**config.mk**
```make
export PLATFORM = sky130hd
export DESIGN_NAME = freq_lock_monitor
export DESIGN_NICKNAME = d
export VERILOG_FILES = /design/src/rtl/freq_mon_pkg.sv /design/src/rtl/freq_lock_channel.sv /design/src/rtl/freq_lock_monitor.sv
export SDC_FILE = /design/constraint.sdc
export NUM_CORES = 1
export LEC_CHECK = 0
export CORE_MARGIN = 3
export CORE_UTILIZATION = 30
export CTS_BUF_LIST = sky130_fd_sc_hd__clkbuf_8
export DETAILED_ROUTE_END_ITERATION = 8
export PLACE_DENSITY = 0.48
export REMOVE_ABC_BUFFERS = 1
export SYNTH_ARGS = -nofsm -noshare
export SYNTH_HDL_FRONTEND = slang
export SYNTH_HIERARCHICAL = 1
export SYNTH_SLANG_ARGS = --single-unit
```
**constraint.sdc**
```tcl
create_clock -name clk -period 6.21 [get_ports clk]
set_input_delay 0.621 -clock clk [delete_from_list [all_inputs] [get_ports clk]]
set_output_delay 0.621 -clock clk [all_outputs]
set_load 0.005 [all_outputs]
```
**src/rtl/freq_mon_pkg.sv**
```systemverilog
`default_nettype none
// ============================================================================
// Module      : freq_mon_pkg
// Description : Shared types and helpers for the frequency lock monitor.
// Revision    : 1.0 - initial release
// ============================================================================
package freq_mon_pkg;

  // Measurement sequencer states
  typedef enum logic [1:0] {
    ST_IDLE    = 2'd0,
    ST_MEASURE = 2'd1,
    ST_DONE    = 2'd2
  } state_t;

  // Signed error needs one extra bit over the unsigned pulse count
  function automatic int err_width(input int cnt_w);
    return cnt_w + 1;
  endfunction

endpackage
`default_nettype wire

```
**src/rtl/freq_lock_channel.sv**
```systemverilog
`default_nettype none
// ============================================================================
// Module      : freq_lock_channel
// Description : One monitored channel: saturating pulse counter, result
//               capture, signed error / tolerance check and lock hysteresis.
// Revision    : 1.0 - initial release
// ============================================================================
module freq_lock_channel
  import freq_mon_pkg::*;
#(
  parameter int CNT_W = 16,
  parameter int HYS_W = 4
) (
  input  logic                  clk,
  input  logic                  rst_n,
  input  logic                  i_count_clr,
  input  logic                  i_count_en,
  input  logic                  i_capture,
  input  logic                  i_eval,
  input  logic                  i_hys_clr,
  input  logic                  i_pulse,
  input  logic [CNT_W-1:0]      i_target,
  input  logic [CNT_W-1:0]      i_tol,
  input  logic [HYS_W-1:0]      i_lock_thr,
  input  logic [HYS_W-1:0]      i_unlock_thr,
  output logic [CNT_W-1:0]      o_count,
  output logic [CNT_W:0]        o_err,
  output logic                  o_sat,
  output logic                  o_locked
);

  localparam int ERR_W = err_width(CNT_W);
  localparam logic [CNT_W-1:0] C_CNT_MAX = '1;
  localparam logic [HYS_W-1:0] C_HYS_MAX = '1;

  logic [CNT_W-1:0] r_cnt;
  logic             r_sat;
  logic [CNT_W-1:0] r_meas_cnt;
  logic [ERR_W-1:0] r_meas_err;
  logic             r_meas_sat;
  logic [HYS_W-1:0] r_good;
  logic [HYS_W-1:0] r_bad;
  logic             r_locked;

  logic             w_at_max;
  logic [CNT_W-1:0] w_cnt_next;
  logic             w_sat_next;
  logic [ERR_W-1:0] w_err;
  logic [ERR_W-1:0] w_abs;
  logic             w_in_tol;
  logic [HYS_W:0]   w_good_inc;
  logic [HYS_W:0]   w_bad_inc;

  // Count including this cycle's pulse; this is also what gets captured
  assign w_at_max   = (r_cnt == C_CNT_MAX);
  assign w_cnt_next = (i_pulse && !w_at_max) ? r_cnt + 1'b1 : r_cnt;
  assign w_sat_next = r_sat | (i_pulse & w_at_max);

  // Magnitude of count-target never exceeds 2^CNT_W-1, so it fits ERR_W bits
  assign w_err    = {1'b0, w_cnt_next} - {1'b0, i_target};
  assign w_abs    = w_err[ERR_W-1] ? (~w_err + 1'b1) : w_err;
  assign w_in_tol = !w_sat_next && (w_abs <= {1'b0, i_tol});

  assign w_good_inc = {1'b0, r_good} + 1'b1;
  assign w_bad_inc  = {1'b0, r_bad} + 1'b1;

  // Pulse counter: restarts on every capture so back-to-back windows lose no cycle
  always_ff @(posedge clk or negedge rst_n) begin
    if (!rst_n) begin
      r_cnt <= '0;
      r_sat <= 1'b0;
    end else if (i_count_clr || i_capture) begin
      r_cnt <= '0;
      r_sat <= 1'b0;
    end else if (i_count_en) begin
      r_cnt <= w_cnt_next;
      r_sat <= w_sat_next;
    end
  end

  // Result capture at the last window cycle
  always_ff @(posedge clk or negedge rst_n) begin
    if (!rst_n) begin
      r_meas_cnt <= '0;
      r_meas_err <= '0;
      r_meas_sat <= 1'b0;
    end else if (i_capture) begin
      r_meas_cnt <= w_cnt_next;
      r_meas_err <= w_err;
      r_meas_sat <= w_sat_next;
    end
  end

  // Lock hysteresis, updated together with the published result
  always_ff @(posedge clk or negedge rst_n) begin
    if (!rst_n) begin
      r_good   <= '0;
      r_bad    <= '0;
      r_locked <= 1'b0;
    end else if (i_hys_clr) begin
      r_good <= '0;
      r_bad  <= '0;
    end else if (i_eval) begin
      if (w_in_tol) begin
        r_bad  <= '0;
        r_good <= (r_good == C_HYS_MAX) ? r_good : w_good_inc[HYS_W-1:0];
        if (w_good_inc >= {1'b0, i_lock_thr}) r_locked <= 1'b1;
      end else begin
        r_good <= '0;
        r_bad  <= (r_bad == C_HYS_MAX) ? r_bad : w_bad_inc[HYS_W-1:0];
        if (w_bad_inc >= {1'b0, i_unlock_thr}) r_locked <= 1'b0;
      end
    end
  end

  assign o_count  = r_meas_cnt;
  assign o_err    = r_meas_err;
  assign o_sat    = r_meas_sat;
  assign o_locked = r_locked;

endmodule
`default_nettype wire

```
**src/rtl/freq_lock_monitor.sv**
```systemverilog
`default_nettype none
// ============================================================================
// Module      : freq_lock_monitor
// Description : Multi-channel windowed edge counter with signed error against
//               a target and per-channel lock/unlock hysteresis.
// Revision    : 1.0 - initial release
// ============================================================================
module freq_lock_monitor
  import freq_mon_pkg::*;
#(
  parameter int NUM_CH = 4,
  parameter int CNT_W  = 16,
  parameter int WIN_W  = 16,
  parameter int HYS_W  = 4
) (
  input  logic                        clk,
  input  logic                        rst_n,
  input  logic                        enable,
  input  logic                        cfg_oneshot,
  input  logic                        start,
  input  logic [WIN_W-1:0]            cfg_win_len,
  input  logic [CNT_W-1:0]            cfg_target,
  input  logic [CNT_W-1:0]            cfg_tol,
  input  logic [HYS_W-1:0]            cfg_lock_thr,
  input  logic [HYS_W-1:0]            cfg_unlock_thr,
  input  logic [NUM_CH-1:0]           edge_pulse,
  output logic                        busy,
  output logic                        meas_valid,
  output logic [NUM_CH*CNT_W-1:0]     meas_count,
  output logic [NUM_CH*(CNT_W+1)-1:0] meas_err,
  output logic [NUM_CH-1:0]           meas_sat,
  output logic [NUM_CH-1:0]           locked
);

  state_t           r_state;
  logic             r_busy;
  logic             r_meas_valid;
  logic [WIN_W-1:0] r_win_cnt;
  logic [WIN_W-1:0] r_win_len;
  logic [CNT_W-1:0] r_target;
  logic [CNT_W-1:0] r_tol;
  logic [HYS_W-1:0] r_lock_thr;
  logic [HYS_W-1:0] r_unlock_thr;
  logic             r_oneshot;

  logic             w_last;
  logic             w_capture;
  logic             w_count_clr;
  logic             w_count_en;
  logic             w_hys_clr;
  logic             w_idle_go;
  logic             w_load;

  assign w_last      = (r_state == ST_MEASURE) && (r_win_cnt == r_win_len - 1'b1);
  assign w_capture   = w_last && enable;
  assign w_count_en  = (r_state == ST_MEASURE);
  assign w_count_clr = (r_state != ST_MEASURE) || !enable;
  assign w_hys_clr   = !enable;
  assign w_idle_go   = enable && (!cfg_oneshot || start);

  // Config is sampled whenever a window is about to begin
  assign w_load = ((r_state == ST_IDLE) && w_idle_go) ||
                  ((r_state == ST_DONE) && enable && start) ||
                  (w_capture && !r_oneshot);

  // Shadow config so mid-window changes never disturb the running window
  always_ff @(posedge clk or negedge rst_n) begin
    if (!rst_n) begin
      r_win_len    <= WIN_W'(1);
      r_target     <= '0;
      r_tol        <= '0;
      r_lock_thr   <= HYS_W'(1);
      r_unlock_thr <= HYS_W'(1);
      r_oneshot    <= 1'b0;
    end else if (w_load) begin
      r_win_len    <= (cfg_win_len == '0) ? WIN_W'(1) : cfg_win_len;
      r_target     <= cfg_target;
      r_tol        <= cfg_tol;
      r_lock_thr   <= (cfg_lock_thr == '0) ? HYS_W'(1) : cfg_lock_thr;
      r_unlock_thr <= (cfg_unlock_thr == '0) ? HYS_W'(1) : cfg_unlock_thr;
      r_oneshot    <= cfg_oneshot;
    end
  end

  // Sequencer: window counter, busy flag and result strobe
  always_ff @(posedge clk or negedge rst_n) begin
    if (!rst_n) begin
      r_state      <= ST_IDLE;
      r_busy       <= 1'b0;
      r_meas_valid <= 1'b0;
      r_win_cnt    <= '0;
    end else begin
      r_meas_valid <= w_capture;
      case (r_state)
        ST_IDLE: begin
          r_win_cnt <= '0;
          if (w_idle_go) begin
            r_state <= ST_MEASURE;
            r_busy  <= 1'b1;
          end
        end
        ST_MEASURE: begin
          if (!enable) begin
            r_state   <= ST_IDLE;
            r_busy    <= 1'b0;
            r_win_cnt <= '0;
          end else if (w_last) begin
            r_win_cnt <= '0;
            if (r_oneshot) begin
              r_state <= ST_DONE;
              r_busy  <= 1'b0;
            end
          end else begin
            r_win_cnt <= r_win_cnt + 1'b1;
          end
        end
        ST_DONE: begin
          r_win_cnt <= '0;
          if (!enable) begin
            r_state <= ST_IDLE;
          end else if (start) begin
            r_state <= ST_MEASURE;
            r_busy  <= 1'b1;
          end
        end
        default: begin
          r_state   <= ST_IDLE;
          r_busy    <= 1'b0;
          r_win_cnt <= '0;
        end
      endcase
    end
  end

  generate
    for (genvar g = 0; g < NUM_CH; g++) begin : g_ch
      freq_lock_channel #(
        .CNT_W (CNT_W),
        .HYS_W (HYS_W)
      ) u_ch (
        .clk          (clk),
        .rst_n        (rst_n),
        .i_count_clr  (w_count_clr),
        .i_count_en   (w_count_en),
        .i_capture    (w_capture),
        .i_eval       (w_capture),
        .i_hys_clr    (w_hys_clr),
        .i_pulse      (edge_pulse[g]),
        .i_target     (r_target),
        .i_tol        (r_tol),
        .i_lock_thr   (r_lock_thr),
        .i_unlock_thr (r_unlock_thr),
        .o_count      (meas_count[g*CNT_W +: CNT_W]),
        .o_err        (meas_err[g*(CNT_W+1) +: (CNT_W+1)]),
        .o_sat        (meas_sat[g]),
        .o_locked     (locked[g])
      );
    end
  endgenerate

  assign busy       = r_busy;
  assign meas_valid = r_meas_valid;

endmodule
`default_nettype wire

```
[Word level (Yosys, flattened, before mapping)]
Cells that the tools add are included.
Word-level totals
  memories kept: 0
  bits in writable memories: 0
  ROM bits: 0
  bits of input ports: 65
  latch bits: 0
  register bits: 317
Cells by class
  multiply operators: 0
  muxes and demuxes: 88
  bitwise logic cells: 12
  equality and inequality tests: 35
  reduce and logical (&&, ||, !) cells: 54
  shift-type cells: 0
  divide/modulo/power cells: 0
  $lt $le $gt $ge: 12
  add/subtract/negate cells: 22
Operators by type and width (count)
  2-to-1 mux 16 bit: 16
  2-to-1 mux 4 bit: 34
  adder 16 x 1 -> 16 bit (second input constant): 5
  adder 17 x 1 -> 17 bit (second input constant): 4
  less-or-equal comparator 17 x 16 -> 1 bit: 4
  2-to-1 mux 17 bit: 4
  inverter 17 bit: 4
  subtractor 16 x 16 -> 17 bit: 4
  equality test 16 bit (second input constant): 4
  adder 4 x 1 -> 5 bit (second input constant): 8
  >= comparator 5 x 4 -> 1 bit: 8
  equality test 4 bit (second input constant): 8
  2-to-1 mux 1 bit: 26
  != test 3 bit (second input constant): 7
  AND reduction 4 bit: 5
  equality test 16 bit: 1
  logical NOT 16 bit: 1
  AND reduction 2 bit: 8
  subtractor 16 x 1 -> 16 bit (second input constant): 1
  logical AND 1 bit: 15
  != test 2 bit (second input constant): 7
  2-to-1 mux 2 bit: 6
  != test 3 x 2 -> 1 bit (second input constant): 4
  logical NOT 1 bit: 11
  12 further kinds: 28

[Logic depth before layout (Yosys ltp)]
Gate-level depths: netlist of run 1.
  word-level depth: 13
  depth in mapped cells: 28

[Hierarchy]
Netlist of run 1, hierarchy kept.
Modules (own cells, without submodules)
  freq_lock_channel at g_ch[0].u_ch ...: seq. area each 1501.4 µm², instances 2, area an instance 4994.8 µm², cells each 552
  freq_lock_channel at g_ch[3].u_ch: seq. area each 1501.4 µm², instances 1, area an instance 4857.2 µm², cells each 539
  freq_lock_channel at g_ch[1].u_ch: seq. area each 1501.4 µm², instances 1, area an instance 4828.4 µm², cells each 545
  freq_lock_monitor: seq. area each 1930.6 µm², instances 1, area an instance 3629.7 µm², cells each 303

[Worst setup path after synthesis of run 1]
No wires, ideal clock.
  path kind: reg-to-reg
  start point: register g_ch[0].u_ch.r_cnt[3]
  end point: register g_ch[0].u_ch.r_good[3]
  required time: 6088 ps
  data arrival time: 5857 ps
  buffers on the path: 1
  setup time: 122 ps
  period minus slack after synthesis: 5978 ps
  cell stages (with the launch flop): 26
  setup slack: 232 ps
  cells stage by stage: dfrtp_1 -> clkbuf_1 -> nand3_1 -> nor4_1 -> a21oi_2 -> xnor2_1 -> ha_1 -> inv_1 -> fa_1 -> a21o_1 -> a221oi_4 -> nor4b_2 -> nor3_1 -> nor4_4 -> nand4_2 -> nand2_1 -> xnor2_1 -> ha_1 -> nand2_1 -> nor4_1 -> a41oi_1 -> and2_1 -> a21boi_0 -> and2_1 -> o21ai_0 -> a2111oi_1
On the way
  cells in the longest elaborated chain, start to end: 13
  elaborated cells on any way between the ends: 19
  classes of those cells: 3 x add/sub; 1 x order compare; 2 x eq/ne; 5 x mux; 3 x bitwise; 5 x reduce/logical
Ends and longest elaborated chain
  from (decl): line freq_lock_channel.sv:36  | logic [CNT_W-1:0] r_cnt;
  from (signal assigned): line freq_lock_channel.sv:76  | r_cnt <= w_cnt_next;
  branches (longest 9 deep; another with subtractor 16 x 16 -> 17 bit)
  logical AND 1 bit (*): line freq_lock_channel.sv:62  | assign w_in_tol = !w_sat_next && (w_abs <= {1'b0, i_tol});
  2-to-1 mux 4 bit: line freq_lock_channel.sv:104  | if (w_in_tol) begin
  2-to-1 mux 4 bit: line freq_lock_channel.sv:103  | end else if (i_eval) begin
  2-to-1 mux 4 bit: line freq_lock_channel.sv:100  | end else if (i_hys_clr) begin
  to (signal assigned): line freq_lock_channel.sv:106  | r_good <= (r_good == C_HYS_MAX) ? r_good : w_good_inc[HYS_W-1:0];
  to (decl): line freq_lock_channel.sv:41  | logic [HYS_W-1:0] r_good;
Mark *: on every way between the ends. The select of a mux whose other input is x is not followed.
A chain may end at the register's enable or synchronous reset.

[Final worst setup path of run 1]
  start point: register g_ch[0].u_ch.r_cnt[11]
  end point: register g_ch[0].u_ch.r_bad[1]
On the way
  cells in the longest elaborated chain, start to end: 13
  elaborated cells on any way between the ends: 19
  classes of those cells: 3 x add/sub; 1 x order compare; 2 x eq/ne; 5 x mux; 3 x bitwise; 5 x reduce/logical
Ends and longest elaborated chain
  branches (longest 9 deep; another with subtractor 16 x 16 -> 17 bit)
  logical AND 1 bit (*): line freq_lock_channel.sv:62
  2-to-1 mux 4 bit: line freq_lock_channel.sv:104
  2-to-1 mux 4 bit: line freq_lock_channel.sv:103
  2-to-1 mux 4 bit: line freq_lock_channel.sv:100
  to (signal assigned): line freq_lock_channel.sv:110  | r_bad <= (r_bad == C_HYS_MAX) ? r_bad : w_bad_inc[HYS_W-1:0];
  to (decl): line freq_lock_channel.sv:42  | logic [HYS_W-1:0] r_bad;
Marks and branches as above.

==> results of run 1 <==
[routing by layer]
layer  vias to the layer above  routed length [um]  track usage, %
li1                       9799                   -               -
met1                      9786               35700            25.1
met2                       439               33900            29.1
met3                       102                4780            4.40
met4                        14                1620            4.14
met5                         -                  96               0
[flip-flops by register name, summed over array words and instances (netlist names)]
name	flops
g_ch.u_ch/o_count	64
r_oneshot	1
r_target	16
g_ch.u_ch/r_good	16
r_win_len	16
g_ch.u_ch/r_cnt	64
r_win_cnt	16
g_ch.u_ch/r_sat	4
g_ch.u_ch/o_sat	4
g_ch.u_ch/r_bad	16
r_unlock_thr	4
g_ch.u_ch/o_err	68
r_state	2
r_lock_thr	4
busy	1
meas_valid	1
r_tol	16
g_ch.u_ch/o_locked	4
[worst max-delay path, stage by stage (launching register included)]
cell and delay, ns:
dfrtp_1 0.45, and3_1 0.25, and3_4 0.24, a21oi_4 0.26
xnor2_2 0.17, ha_2 0.22, inv_1 0.06, fa_1 0.42
a21o_1 0.25, a221oi_4 0.42, buf_4 0.20, a2111oi_4 0.09
o2111ai_2 0.25, nand2_2 0.19, a21oi_1 0.20, xnor2_1 0.12
ha_1 0.32, nand4_1 0.13, nor4_4 0.34, a41oi_2 0.18
and2_1 0.20, a21boi_2 0.15, buf_4 0.13, a21oi_1 0.06
a211oi_1 0.38, o32ai_1 0.12
[through the flow]
step                      hold WS, ns  total power [W]  instances  setup slack, ns
after global routing            0.504          0.00849       4031          -0.0255
after CTS                       0.498          0.00794       4010           0.0158
after global placement          0.492          0.00536       3901           -0.214
after floorplan                 0.325          0.00414       2402           -14.56
after detailed placement        0.495          0.00543       3901           -0.344
final                           0.504          0.00795       4040            0.291
[report_power, final]
part	internal, W	leakage (nW)	switching (W)
logic	0.00142	9.26	0.00162
clock network	0.00146	0.775	0.000957
registers	0.00217	4.22	0.000326
[layout make-up]
type	count	area share [%]
Sequential cell	317	26.1
Tap cell	1030	4.23
Clock inverter	26	0.966
Antenna cell	12	0.0986
Clock buffer	82	3.71
Inverter	228	2.81
Multi-Input combinational cell	1857	48.1
Timing Repair Buffer	488	14.0
[what timing repair did]
item / 4_1_cts / 5_1_grt
hold buffers: 1 / 0
endpoints found under the hold margin: 72 / 0
pin swaps: 0 / 29
gates resized for setup: 6 / 105
setup buffers: 0 / 18
setup endpoints to repair: 12 / 35
[final timing paths]
kind / start / endpoint / slack, ns
worst max-delay path: g_ch[0].u_ch/r_cnt[11] / g_ch[0].u_ch/r_bad[1] / 0.29
worst min-delay path: g_ch[1].u_ch/o_err[9] / g_ch[1].u_ch/o_err[9] / 0.50
worst max register to register: g_ch[0].u_ch/r_cnt[11] / g_ch[0].u_ch/r_bad[1] / 0.29
worst min register to register: g_ch[1].u_ch/o_err[9] / g_ch[1].u_ch/o_err[9] / 0.50
max in group asynchronous: rst_n / g_ch[1].u_ch/r_cnt[10] / 4.22
min in group asynchronous: rst_n / g_ch[2].u_ch/r_sat / 0.53
[cells in the final DEF (no fill, tap or decap), types with 24 or more instances in the layout]
cell,Yosys,final
mux2_2,161,161
nand2b_1,24,24
mux2i_1,25,24
inv_1,225,236
xnor2_1,141,131
nand4_1,32,32
nor3_1,50,47
clkdlybuf4s50_1,0,205
ha_1,178,165
dfrtp_1,314,307
buf_4,0,276
a21oi_1,120,116
nand2_1,130,126
clkbuf_8,0,82
a21o_1,49,49
nor2b_1,27,26
xor2_1,121,115
nor2_1,227,226
nor4_1,31,26
o21ai_0,55,54
nand3_1,94,89
[logic make-up after synthesis]
kind of cell               count (synthesis)  share of synthesized area (%)
xor gates and xnor gates                 262                           9.85
and+or+nand+nor                          768                           17.4
buffers and inverters                    317                           5.55
muxes                                    187                           8.90
AOI/OAI and AO/OA                        458                           14.3
DFF                                      317                           34.1
adders and majority gates                182                           9.90
==> impl_metrics.json, run 1 <==
{
  "clock.fmax_mhz": 169,
  "finalSetupViolCount": 0,
  "io_pins": 207,
  "p_per_area_mw_per_mm2": 261,
  "yosys_register_bits": 317,
  "start_kind": "flop",
  "hold_depth": 1,
  "die_h_um": 285,
  "multiInputGateArea_sq_mm": 0.0147,
  "irDropWorstVdd_v": 0.000157,
  "critPathRequiredTime_ns": 6.74,
  "synth.distinct_cells": 97,
  "layout_min_cycle_time_ns": 5.92,
  "die_area_sq_mm": 0.0811,
  "final-seq-area_sq_mm": 0.00795,
  "synth_cells": 2491,
  "endpoint_kind": "flop",
  "num-fill-cells": 7547,
  "worstMarginPinSlew_ns": 1.14,
  "cts_tree": "done",
  "hpwlAfterDp_um": 57300,
  "syn_area_sq_mm": 0.0233,
  "htree_levels": 2,
  "drc": 0,
  "wl_per_cell_um": 18.9,
  "placed_cell_area_sq_mm": 0.0283,
  "gp_congestion": 0.877,
  "layout-drive-gt1-share_pct": 23.7,
  "die_width_um": 285,
  "r2r_cells": 25,
  "hold_violations": 0,
  "grt_max_degree": 109,
  "clk_latency_ns": 0.67,
  "clk_pin_slew_ns": 0.06,
  "cts_sinks": 317,
  "yosysMostFrequentCell": "dfrtp_1",
  "vias_per_cell": 4.99,
  "area_growth_pct": 30.6,
  "async_flop_share_pct": 100,
  "ys_seq_area_share_pct": 34.1,
  "fin_skew_ns": 0.0322,
  "ys_top_cells_by_count": "314 x dfrtp_1, 227 x nor2_1, 225 x inv_1",
  "core_sq_mm": 0.0765,
  "setup_tns_ns": 0,
  "finalWirelength_um": 76200,
  "critPathMaxFanout": 9,
  "yosys_warnings": 6,
  "antenna_found_initial": 18,
  "min_path_type": "reg2reg",
  "start_util_pct": 30.5,
  "synth_edf_count": 0,
  "final_nets": 3197,
  "synth-main-ff-cell": "dfrtp_1",
  "ant_nets": 0,
  "grt_usage_pct": 18.3,
  "drt_iter0_drc": 1161,
  "grt.overflow.total": 0,
  "port_buffers": 206,
  "fin_area_sq_mm": 0.0304,
  "root_buffer": "clkbuf_8",
  "synth_largest_area_cell": "dfrtp_1",
  "cap_violations": 0,
  "drv_slew": 0,
  "avgSynthCellArea_sq_um": 9.36,
  "critPathKind": "reg2reg",
  "outcome": "completed",
  "drt_first_pass_iters": 5,
  "grt_pass1_vias": 20003,
  "cellLeakagePower_nw": 14.3,
  "vias": 20140,
  "final_util_pct": 39.8,
  "synth.area.top_cells": "dfrtp_1 34%, ha_1 9.6%, mux2_2 7.8%",
  "clock_path_buffers": 3,
  "crit_arrival_ns": 6.45,
  "grt_first_pass_wirelength_um": 117000,
  "num_rows": 101,
  "post-route-period-util_pct": 95.3,
  "relSlewSlack_pct": 23.7,
  "synth_top_area_share_pct": 33.7,
  "cts_buffers": 58
}
No activity file was read; power rests on OpenSTA's default activity.
==> run 2: changes to the inputs <==
Settings changed: CORE_ASPECT_RATIO from default to 0.5, SKIP_CTS_REPAIR_TIMING from default to 1.
==> run 2 against run 1 <==
Against the previous run: hold slack lost 0.10 ns; via count increased by 0.58%; core utilization up 1.7 points; maximum frequency down 0.55%; largest power group unchanged; highest routed layer unchanged.
==> impl_metrics.json, run 2 (synthesized netlist as in run 1, its figures left out) <==
{
  "hold_ws_ns": 0.400,
  "endpoint_kind": "flop",
  "p_int_w": 0.00498,
  "grt_pass1_vias": 19914,
  "final_nets": 3354,
  "hpwlAfterDp_um": 58100,
  "worst_slack_ns": 0.258,
  "gp_congestion": 0.860,
  "fin_area_sq_mm": 0.0315,
  "cts_buffers": 54,
  "drt_iter0_drc": 1159,
  "drc": 0,
  "io_pins": 207,
  "grt_usage_pct": 18.5,
  "critPathKind": "reg2reg",
  "met1_length_um": 36600,
  "area_growth_pct": 35.3,
  "drt_first_pass_iters": 5,
  "port_buffers": 206,
  "vias_per_cell": 4.85,
  "clk_pin_slew_ns": 0.07,
  "fin_skew_ns": 0.0348,
  "num-fill-cells": 7595,
  "reg2reg_slack_ns": 0.26,
  "cts_tree": "done",
  "die_h_um": 203,
  "finalWirelength_um": 76800,
  "p_sw_share_pct": 37.8,
  "antenna_found_initial": 4,
  "clock_path_buffers": 3,
  "final_util_pct": 41.5,
  "ant_nets": 0,
  "clkPwrFrac_pct": 27.8,
  "core_sq_mm": 0.0760,
  "largest_register_ffs": 68,
  "cap_violations": 0,
  "cellLeakagePower_nw": 15.0,
  "die_width_um": 400,
  "p_seq_share_pct": 30.5,
  "die_area_sq_mm": 0.0813,
  "drv_slew": 0,
  "clk_latency_ns": 0.70,
  "grt_max_degree": 150,
  "wl_met2_um": 35200,
  "critPathMaxFanout": 6,
  "p_switching_w": 0.00303,
  "crit_arrival_ns": 6.55,
  "rsz0062_at_grt": "yes",
  "final_cell_mix": "437 x buf_4, 311 x dfrtp_1, 236 x inv_1",
  "relSlewSlack_pct": 26.8,
  "post-place-ws_ns": -0.309,
  "post-route-period-util_pct": 95.8,
  "crit_path_top_delay_cell": "or4_4",
  "met3WireLength_um": 3330,
  "topRoutingLayerUsed": "met5",
  "num_rows": 71,
  "wl_per_cell_um": 18.4,
  "root_buffer": "clkbuf_8",
  "start_kind": "flop",
  "irDropWorstVdd_v": 0.000134,
  "finalSetupViolCount": 0,
  "power_w": 0.00800,
  "htree_levels": 2,
  "layout-drive-gt1-share_pct": 27.7,
  "placed_cell_area_sq_mm": 0.0294,
  "clock.fmax_mhz": 168,
  "hold_violations": 0,
  "timing.rr.end": "g_ch[3].u_ch/r_bad[2]",
  "min_path_type": "in2async",
  "r2r-start": "g_ch[3].u_ch/r_cnt[1]",
  "layout_min_cycle_time_ns": 5.95,
  "multiInputGateArea_sq_mm": 0.0148,
  "critPathMaxStageDelay_ns": 0.60,
  "final-seq-area_sq_mm": 0.00794,
  "start_util_pct": 30.6,
  "grt_first_pass_wirelength_um": 116000,
  "grt.overflow.total": 0,
  "r2r_cells": 28,
  "outcome": "completed",
  "cts_sinks": 317,
  "vias": 20256,
  "critPathRequiredTime_ns": 6.81,
  "layout_commonest_cell": "buf_4",
  "path_common_cell": "buf_4",
  "pwr-share-comb_pct": 41.7,
  "p_per_area_mw_per_mm2": 254,
  "worstMarginPinSlew_ns": 1.09
}
## run 2: cell types whose count changed in the layout (fill, tap and decap cells not counted), sizes merged
cell      before  now
clkinvlp       1    0
bufinv         7    5
clkinv         9   11
buf          282  443
clkbuf        82   69
inv          237  242
diode         12    2
## run 2: worst max-delay path by stage
stage,startpoint,endpoint,slack [ns],cells past startpoint
global route,g_ch[3].u_ch/r_cnt[1],g_ch[3].u_ch/r_good[2],-0.07,31
global placement,edge_pulse[0],g_ch[0].u_ch/r_good[2],-0.27,26
floorplan,r_state[1],g_ch[0].u_ch/r_good[3],-14.56,7
detailed placement,edge_pulse[0],g_ch[0].u_ch/r_good[2],-0.31,26
CTS,g_ch[0].u_ch/r_cnt[1],g_ch[0].u_ch/r_good[2],-0.22,28
finish,g_ch[3].u_ch/r_cnt[1],g_ch[3].u_ch/r_bad[2],0.26,28
## run 2: power groups by stage
stage	logic, W	clock network [W]	registers (W)
global route	0.00370	0.00240	0.00246
CTS	0.00318	0.00232	0.00245
finish	0.00334	0.00222	0.00244
floorplan	0.00183	0	0.00230
global placement	0.00312	0	0.00249
detailed placement	0.00316	0	0.00249
## run 2: area by class of cell
cell class | instances | share of cell area (%)
tap | 1022 | 4.05
inverter | 228 | 2.71
sequential | 317 | 25.2
multi-input combinational | 1857 | 46.8
antenna | 2 | 0.0159
clock inverter | 30 | 0.912
timing repair buffer | 649 | 17.3
clock buffer | 69 | 3.01
## run 2: critical path: cells and delay by family (launching register included)
kind,cells,cell delay (ns)
XOR/XNOR,2,0.40
buffers and inverters,4,0.67
AND/OR/NAND/NOR,9,1.60
AO/OA/AOI/OAI,9,1.81
multiplexers,1,0.20
flip-flops,1,0.39
adder cells (fa/ha/maj),3,0.80
## run 2: metal layers
metal / up-vias / GRT usage [%]
li1: 10105 / -
met1: 9792 / 25.7
met2: 269 / 29.7
met3: 88 / 3.23
met4: 2 / 4.58
met5: - / 0
## run 2: per-stage QoR
stage	instances	setup TNS [ns]
floorplan	2402	-2621.10
global placement	4046	-4.28
detailed placement	4046	-4.82
CTS	4145	-1.81
global route	4173	-0.404
finish	4174	0
==> run 3: changes to the inputs <==
Clock period 6.21 ns to 4.99 ns, I/O delays scaled along.
==> run 3 against run 2 <==
Against the previous run: the run now ends with setup timing left; clock skew increased by 0.016 ns; cell area increased by 8.5%; core utilization increased by 3.5 points; critical path depth decreased by 3; sequential power increased by 21%; non-clock buffer count increased by 222; routed wire length increased by 4.1%; combinational power increased by 52%; hold slack improved by 0.0073 ns; maximum frequency increased by 0.52%; sequential share of layout area decreased by 2.0 points; highest routed layer unchanged.
==> impl_metrics.json, run 3 (synthesized netlist as in run 1, its figures left out) <==
{
  "outcome": "complete, but fails checks",
  "violations": "setup timing",
  "critPathRequiredTime_ns": 5.54,
  "critPathMaxFanout": 6,
  "clock_path_buffers": 3,
  "drt_iter0_drc": 1103,
  "multiInputGateArea_sq_mm": 0.0157,
  "start_util_pct": 30.6,
  "io_pins": 207,
  "cts_tree": "done",
  "cap_violations": 0,
  "min_path_type": "in2async",
  "die_width_um": 400,
  "clk_pin_slew_ns": 0.09,
  "wl_per_cell_um": 18.2,
  "die_area_sq_mm": 0.0813,
  "layout_min_cycle_time_ns": 5.92,
  "htree_levels": 2,
  "post-route-period-util_pct": 119,
  "num_rows": 71,
  "cellLeakagePower_nw": 16.3,
  "r2r_cells": 25,
  "vias_per_cell": 4.88,
  "vias": 21462,
  "drc": 0,
  "layout_commonest_cell": "buf_4",
  "num-fill-cells": 7467,
  "worst_slack_ns": -0.931,
  "root_buffer": "clkbuf_8",
  "clkPwrFrac_pct": 24.3,
  "drv_slew": 0,
  "p_switching_w": 0.00409,
  "clk_latency_ns": 0.71,
  "p_sw_share_pct": 38.6,
  "hpwlAfterDp_um": 61600,
  "final_nets": 3576,
  "relSlewSlack_pct": 43.9,
  "core_sq_mm": 0.0760,
  "r2r-start": "g_ch[3].u_ch/r_cnt[12]",
  "cts_sinks": 317,
  "clock.fmax_mhz": 169,
  "pwr-share-comb_pct": 47.8,
  "irDropWorstVdd_v": 0.000185,
  "start_kind": "flop",
  "antenna_found_initial": 5,
  "grt_max_degree": 112,
  "drt_first_pass_iters": 5,
  "critPathKind": "reg2reg",
  "cts_buffers": 54,
  "endpoint_kind": "flop",
  "p_int_w": 0.00651,
  "crit_arrival_ns": 6.47,
  "fin_skew_ns": 0.0506,
  "worstMarginPinSlew_ns": 0.834,
  "hold_violations": 0,
  "area_growth_pct": 46.8,
  "finalSetupViolCount": 36,
  "ant_nets": 0,
  "largest_register_ffs": 68,
  "final_cell_mix": "633 x buf_4, 314 x dfrtp_1, 231 x inv_1",
  "grt.overflow.total": 0,
  "finalWirelength_um": 80000,
  "grt_usage_pct": 19.1,
  "p_seq_share_pct": 27.9,
  "grt_first_pass_wirelength_um": 121000,
  "final-seq-area_sq_mm": 0.00794,
  "p_per_area_mw_per_mm2": 310,
  "startpoint": "g_ch[3].u_ch/r_cnt[12]",
  "grt_pass1_vias": 20926,
  "rsz0062_at_grt": "yes",
  "gp_congestion": 0.865,
  "port_buffers": 206,
  "die_h_um": 203,
  "layout-drive-gt1-share_pct": 36.1,
  "post-place-ws_ns": -1.59,
  "power_w": 0.0106
}
## run 3: cell type report
class	instances	area share (%)
flip-flops and latches	317	23.2
repair buffers	871	21.4
diodes	1	0.00731
clock buffers	65	2.61
clock inverters	35	0.717
well taps	1022	3.74
inverters	228	2.50
multi-input cells	1857	45.9
## run 3: worst max-delay path, cell delays in order, from the launching register on
cell and delay, ns:
dfrtp_1 0.38, and3_1 0.20, and3_2 0.30, a21oi_4 0.29
nand3_2 0.15, buf_6 0.15, nor4_4 0.28, buf_4 0.21
xor2_4 0.18, ha_4 0.25, and3_1 0.20, mux2i_1 0.16
o2111ai_2 0.14, or4_4 0.59, a2111oi_4 0.31, nor2_1 0.10
xor2_1 0.18, ha_1 0.29, nand2_1 0.06, or3_4 0.42
nor2_4 0.11, a41oi_2 0.16, o31ai_4 0.15, nand2_4 0.12
a21oi_4 0.28, a211oi_2 0.12
## run 3: metrics by stage
stage	util, %	setup TNS (ns)	hold WS, ns	cell area (sq um)	instances
final	45.0	-26.53	0.407	34200	4396
after detailed placement	40.9	-45.23	0.495	31100	4248
after global routing	45.0	-36.05	0.380	34200	4396
after global placement	40.9	-45.47	0.491	31100	4248
after CTS	42.4	-42.80	-0.219	32200	4348
after floorplan	-	-2937.35	0.203	22900	2402
## run 3: power groups by stage
stage / registers, W / logic, W / clock network, W
CTS: 0.00296 / 0.00442 / 0.00267
finish: 0.00296 / 0.00507 / 0.00257
global route: 0.00297 / 0.00554 / 0.00281
floorplan: 0.00286 / 0.00228 / 0
detailed placement: 0.00301 / 0.00439 / 0
global placement: 0.00301 / 0.00433 / 0
## run 3: worst paths after layout
check                                      endpoint  slack (ns)
hold reg to reg            g_ch[1].u_ch/o_count[14]        0.51
hold / removal                g_ch[1].u_ch/r_cnt[4]        0.41
min in group clk                    r_unlock_thr[0]        0.42
max in group asynchronous     g_ch[3].u_ch/r_cnt[2]        3.34
setup / recovery              g_ch[3].u_ch/r_bad[0]       -0.93
setup reg to reg              g_ch[3].u_ch/r_bad[0]       -0.93
## run 3: metal layers
| metal | GRT usage (%) | vias up | wire length (um) |
|---|---|---|---|
| met5 | 0 | - | 20 |
| li1 | - | 10541 | - |
| met4 | 3.68 | 2 | 1240 |
| met3 | 3.01 | 92 | 3340 |
| met2 | 30.5 | 322 | 36800 |
| met1 | 27.2 | 10505 | 38600 |
